**config.mk**
```make
export PLATFORM = sky130hd
export DESIGN_NAME = hazard_scoreboard
export DESIGN_NICKNAME = d
export VERILOG_FILES = /design/src/rtl/hazard_scoreboard.sv
export SDC_FILE = /design/constraint.sdc
export NUM_CORES = 1
export LEC_CHECK = 0
export ABC_AREA = 1
export CORE_MARGIN = 5
export CORE_UTILIZATION = 35
export CTS_CLUSTER_SIZE = 8
export DETAILED_ROUTE_END_ITERATION = 7
export GPL_ROUTABILITY_DRIVEN = 0
export PLACE_DENSITY_LB_ADDON = 0.05
export SYNTH_ARGS = -nofsm -noshare
export SYNTH_HDL_FRONTEND = slang
export SYNTH_SLANG_ARGS = --single-unit
```
**constraint.sdc**
```tcl
create_clock -name clk -period 5.9 [get_ports clk]
set_input_delay 0.59 -clock clk [delete_from_list [all_inputs] [get_ports clk]]
set_output_delay 0.59 -clock clk [all_outputs]
set_load 0.02 [all_outputs]
```
**src/rtl/hazard_scoreboard.sv**
```systemverilog
// hazard_scoreboard
// Hazard unit for the 5-stage RISC-V pipeline. A per-register countdown
// scoreboard tracks how many cycles remain until each in-flight result can
// be forwarded. This covers ALU, load and multi-cycle MUL/DIV latencies.
// From it the unit derives the Fetch/Decode stalls, the Decode/Execute
// flushes and the Execute forwarding selects. It also keeps a saturating
// count of stalled cycles.
module hazard_scoreboard #(
    parameter int NREG   = 32,
    parameter int REGW   = $clog2(NREG),
    parameter int MAXLAT = 8,
    parameter int CNTW   = $clog2(MAXLAT + 1),
    parameter int PERFW  = 16
) (
    input  logic             clk,
    input  logic             reset,
    // Decode stage
    input  logic             valid_d,
    input  logic [REGW-1:0]  rs1_d,
    input  logic [REGW-1:0]  rs2_d,
    input  logic             use_rs1_d,
    input  logic             use_rs2_d,
    input  logic [REGW-1:0]  rd_d,
    input  logic             regwrite_d,
    input  logic [CNTW-1:0]  lat_d,
    // Execute stage
    input  logic [REGW-1:0]  rs1_e,
    input  logic [REGW-1:0]  rs2_e,
    // Memory / Writeback stages
    input  logic [REGW-1:0]  rd_m,
    input  logic             regwrite_m,
    input  logic [REGW-1:0]  rd_w,
    input  logic             regwrite_w,
    // Control redirect
    input  logic             pcsrc_e,
    // Hazard controls
    output logic             stall_f,
    output logic             stall_d,
    output logic             flush_d,
    output logic             flush_e,
    output logic [1:0]       fwd_a_e,
    output logic [1:0]       fwd_b_e,
    output logic [PERFW-1:0] stall_cnt
);

    localparam logic [CNTW-1:0] LAT_ONE = CNTW'(1);
    localparam logic [CNTW-1:0] LAT_MAX = CNTW'(MAXLAT);

    localparam logic [1:0] FWD_RF = 2'b00;
    localparam logic [1:0] FWD_M  = 2'b10;
    localparam logic [1:0] FWD_W  = 2'b01;

    // Scoreboard: cycles remaining until each register's result is forwardable.
    // Entry 0 is never loaded and so stays at zero.
    logic [CNTW-1:0]  cnt_q [NREG];
    logic [CNTW-1:0]  cnt_d [NREG];

    logic [PERFW-1:0] stall_cnt_q;
    logic [PERFW-1:0] stall_cnt_d;

    logic [CNTW-1:0]  lat_eff;
    logic [CNTW-1:0]  cnt_rs1;
    logic [CNTW-1:0]  cnt_rs2;
    logic [CNTW-1:0]  cnt_rd;

    logic             haz_raw;
    logic             haz_waw;
    logic             hazard;
    logic             issue;
    logic             load_en;

    logic [1:0]       fwd_a;
    logic [1:0]       fwd_b;

    // Clamp the requested latency into [1, MAXLAT]; zero means single-cycle.
    always_comb begin
        lat_eff = lat_d;
        if (lat_d == '0) begin
            lat_eff = LAT_ONE;
        end else if (lat_d > LAT_MAX) begin
            lat_eff = LAT_MAX;
        end
    end

    // Look up the scoreboard entries for the Decode operands and destination.
    always_comb begin
        cnt_rs1 = cnt_q[rs1_d];
        cnt_rs2 = cnt_q[rs2_d];
        cnt_rd  = cnt_q[rd_d];
    end

    // RAW/WAW detection. A taken branch squashes Decode, so it overrides any stall.
    always_comb begin
        haz_raw = valid_d & ((use_rs1_d & (cnt_rs1 > LAT_ONE)) |
                             (use_rs2_d & (cnt_rs2 > LAT_ONE)));
        // A younger write must not complete before an older one to the same rd.
        haz_waw = valid_d & regwrite_d & (rd_d != '0) & (cnt_rd > lat_eff);
        hazard  = (haz_raw | haz_waw) & ~pcsrc_e;
        issue   = valid_d & ~hazard & ~pcsrc_e;
        load_en = issue & regwrite_d & (rd_d != '0);
    end

    // Next scoreboard state: count every busy entry down; an issuing writer
    // reloads its destination, and the reload takes priority over the decrement.
    always_comb begin
        for (int unsigned r = 0; r < NREG; r++) begin
            cnt_d[r] = '0;
            if (r != 0) begin
                if (cnt_q[r] != '0) begin
                    cnt_d[r] = cnt_q[r] - LAT_ONE;
                end
                if (load_en && (rd_d == REGW'(r))) begin
                    cnt_d[r] = lat_eff;
                end
            end
        end
    end

    // Scoreboard register.
    always_ff @(posedge clk or negedge reset) begin
        if (!reset) begin
            for (int unsigned r = 0; r < NREG; r++) begin
                cnt_q[r] <= '0;
            end
        end else begin
            for (int unsigned r = 0; r < NREG; r++) begin
                cnt_q[r] <= cnt_d[r];
            end
        end
    end

    // Stall-cycle counter, saturating at all-ones.
    always_comb begin
        stall_cnt_d = stall_cnt_q;
        if (hazard && (stall_cnt_q != '1)) begin
            stall_cnt_d = stall_cnt_q + PERFW'(1);
        end
    end

    // Stall-cycle counter register.
    always_ff @(posedge clk or negedge reset) begin
        if (!reset) begin
            stall_cnt_q <= '0;
        end else begin
            stall_cnt_q <= stall_cnt_d;
        end
    end

    // Forwarding selects: Memory stage is younger, so it wins over Writeback.
    always_comb begin
        fwd_a = FWD_RF;
        if (regwrite_m && (rd_m != '0) && (rd_m == rs1_e)) begin
            fwd_a = FWD_M;
        end else if (regwrite_w && (rd_w != '0) && (rd_w == rs1_e)) begin
            fwd_a = FWD_W;
        end

        fwd_b = FWD_RF;
        if (regwrite_m && (rd_m != '0) && (rd_m == rs2_e)) begin
            fwd_b = FWD_M;
        end else if (regwrite_w && (rd_w != '0) && (rd_w == rs2_e)) begin
            fwd_b = FWD_W;
        end
    end

    // Drive outputs; all are forced low while reset is held, with no clock edge needed.
    always_comb begin
        stall_f   = reset & hazard;
        stall_d   = reset & hazard;
        flush_d   = reset & pcsrc_e;
        flush_e   = reset & (hazard | pcsrc_e);
        fwd_a_e   = reset ? fwd_a : FWD_RF;
        fwd_b_e   = reset ? fwd_b : FWD_RF;
        stall_cnt = stall_cnt_q;
    end

endmodule

```
==> flow_summary.ini <==
[run_status]
outcome = complete, no violations

[final_layout]
nNetsFinal = 1740
syn2layout_area_growth_pct = 15.43
n_antenna_cell = 0
drive_above_1_share_pct = 4.532
finalNonFillerCells = 2095

[logic_synthesis]
ys_seq_area_share_pct = 32.86
syn-cell-area_mm2 = 0.01066
synth.largest_area_cell = dfrtp_1
synth.net_count = 1698
synth.ff_latch_count = 140
synth_cell_types = 44
synth_top_area_share_pct = 32.86
yosysWarnings = 0
synth_common_cells = 422 x nand2_1, 216 x nor2_1, 198 x nand3_1
synth_cells = 1645
synth_flop_cell = dfrtp_1
yosysMostFrequentCell = nand2_1
async_flop_share_pct = 100.0
ys_top_cells_by_area = dfrtp_1 33%, nand2_1 15%, nand3_1 9.3%
syn_area_per_cell_um2 = 6.480
synth_edf_count = 0

[drt]
vias_per_cell = 5.258
antenna_left = 0
wl_per_cell_um = 18.72
num_vias = 11015
dr.pass1.iters = 7
routed_wl_mm = 39.22
drc_errors = 0
drt_iter0_drc = 777

[grt]
grt_overflow_total = 0
grt_max_degree = 77
grt_pass1_wl_mm = 61.08
antenna_found_initial = 0
grt_use_total_pct = 23.11
grt_pass1_vias = 10621

[sta]
layout_min_cycle_time_ns = 5.578
fin_tns_setup_ns = 0
tightest_slew_ns = 0.9991
max_freq_mhz = 179.3
finalHoldViolCount = 0
drv_slew = 0
fin_worst_skew_ns = 0.01930
final-setup-viol-count = 0
relSlewSlack_pct = 33.15
grt_setup_unrepaired = false
period_share_pct = 94.55

[worst_setup_path]
cp-start-kind = primary input
crit_slowest_cell = nor2_1
crit_path_max_incr_delay_ns = 0.79
cp_common_cell = nor2_1
end_kind = primary output
worst-path-max-fanout = 28
worstSetupPathType = primary input to primary output
cp_top_family = buffers and inverters
reg2reg_depth = 14
cp.arrival_ns = 4.99
crit_cells = 16
required_ns = 5.31
crit_chain = clkdlybuf4s50_1, nor2_1, inv_2, o22ai_1, o21ai_0, nand4_1, nor2_1, a21oi_1, ha_1, nand2_1, o21ai_0, nand3_1, a21oi_4, inv_1, nor2_1, clkdlybuf4s50_1
path_buf_inv = 4

[cts]
clkTransAtPathRegs_ns = 0.06
clock_sink_count = 140
root_buffer = clkbuf_16
cts.repair.resized = 0
cts_buffer_depth = 2
tritoncts = built
hold_buffers = 0
numCtsBuffers = 17
insertion_delay_ns = 0.45
cts_post_setup_buffers_inserted = 0
htree_levels = 4

[die]
io_pins = 72
coreArea_mm2 = 0.03035
dieArea_mm2 = 0.03405
die_w_um = 184.5
num_rows = 64
start_util_pct = 35.13
die_h_um = 184.5

[placement]
portBuffers = 71
dp_hpwl_mm = 27.06
dp.cells = 2064

[pwr]
switching_share_pct = 31.23
ir_drop_mv = 0.1996
switchingPower_mw = 0.7892
seqPwrFrac_pct = 40.1
combPwrFrac_pct = 16.4
p_leak_nw = 5.860
internal_power_mw = 1.738
p_per_area_mw_per_mm2 = 205.4
p_clk_share_pct = 43.5

[flow_run]
cap_violations = 0

[min_path]
min_path_type = primary input to asynchronous set/reset pin
layout make-up:
class	count	area [um^2]
Fill cell	3261	18040
Multi-Input combinational cell	1240	6138
Sequential cell	140	3503
Timing Repair Buffer	88	847.1
Inverter	200	750.7
Tap cell	396	495.5
Clock buffer	18	429.2
Clock inverter	13	141.4
path summary, 6_finish.rpt:
| kind | startpoint | to | slack, ns |
|---|---|---|---|
| setup / recovery | rd_d[0] | stall_d | 0.32 |
| hold / removal | reset | cnt_q[3] | 0.07 |
| setup reg to reg | cnt_q[81] | cnt_q[14] | 2.12 |
| hold reg to reg | stall_cnt[13] | stall_cnt[13] | 0.54 |
| max in group asynchronous | reset | cnt_q[100] | 4.63 |
| min in group clk | stall_cnt[13] | stall_cnt[13] | 0.54 |
metal layers:
| metal | share of wire [%] | vias to the layer above | track usage, % |
|---|---|---|---|
| met3 | 5.1 | 71 | 3.927 |
| li1 | - | 5463 | - |
| met1 | 45 | 5177 | 31.34 |
| met5 | 0 | - | 0 |
| met2 | 47 | 304 | 37.57 |
| met4 | 3.1 | 0 | 7.572 |
flip-flops by register name, indices dropped and copies added (netlist names):
| signal | cells |
|---|---|
| stall_cnt | 16 |
| cnt_q | 124 |
power by group through the flow:
stage	clock network (mW)	logic (mW)	registers, mW
floorplan	0	0.212	1.04
CTS	1.12	0.417	1.01
detailed placement	0	0.415	1.03
finish	1.10	0.416	1.01
global placement	0	0.413	1.03
global route	1.16	0.457	1.02
metrics by stage:
step | instance area [um^2] | worst slack (ns) | util, % | hold slack [ns] | power, mW
2_1_floorplan | 10660 | 1.777 | - | 0.2944 | 1.251
3_3_place_gp | 11740 | 0.4796 | 38.67 | 0.5257 | 1.444
3_5_place_dp | 11740 | 0.3504 | 38.67 | 0.5293 | 1.445
4_1_cts | 12310 | 0.3283 | 40.55 | 0.08048 | 2.554
5_1_grt | 12310 | 0.09733 | 40.55 | 0.1026 | 2.632
6_report | 12310 | 0.3217 | 40.55 | 0.07392 | 2.527
cell families (layout without fill, tap and decap cells):
group                    after synthesis  in the layout  share of synthesized area (%)
AND/OR/NAND/NOR                      909            909                          35.62
flip-flops                           140            140                          32.86
adder cells (fa/ha/maj)                5              5                         0.5869
XOR/XNOR                              29             29                          2.383
AO/OA/AOI/OAI                        297            297                          18.70
buffers and inverters                265            319                          9.848
cells in the final DEF (no fill, tap or decap), drive strengths merged, types with 5 or more instances in the layout:
master	instances
a21boi	9
a21oi	42
a221oi	6
buf	19
clkbuf	18
clkdlybuf4s50	69
clkinv	7
dfrtp	140
ha	5
inv	201
nand2	423
nand3	199
nand4	5
nor2	219
nor3	49
o21ai	41
o21bai	128
o22ai	50
or2	8
xnor2	15
xor2	14
(Power assumes the default switching activity.)
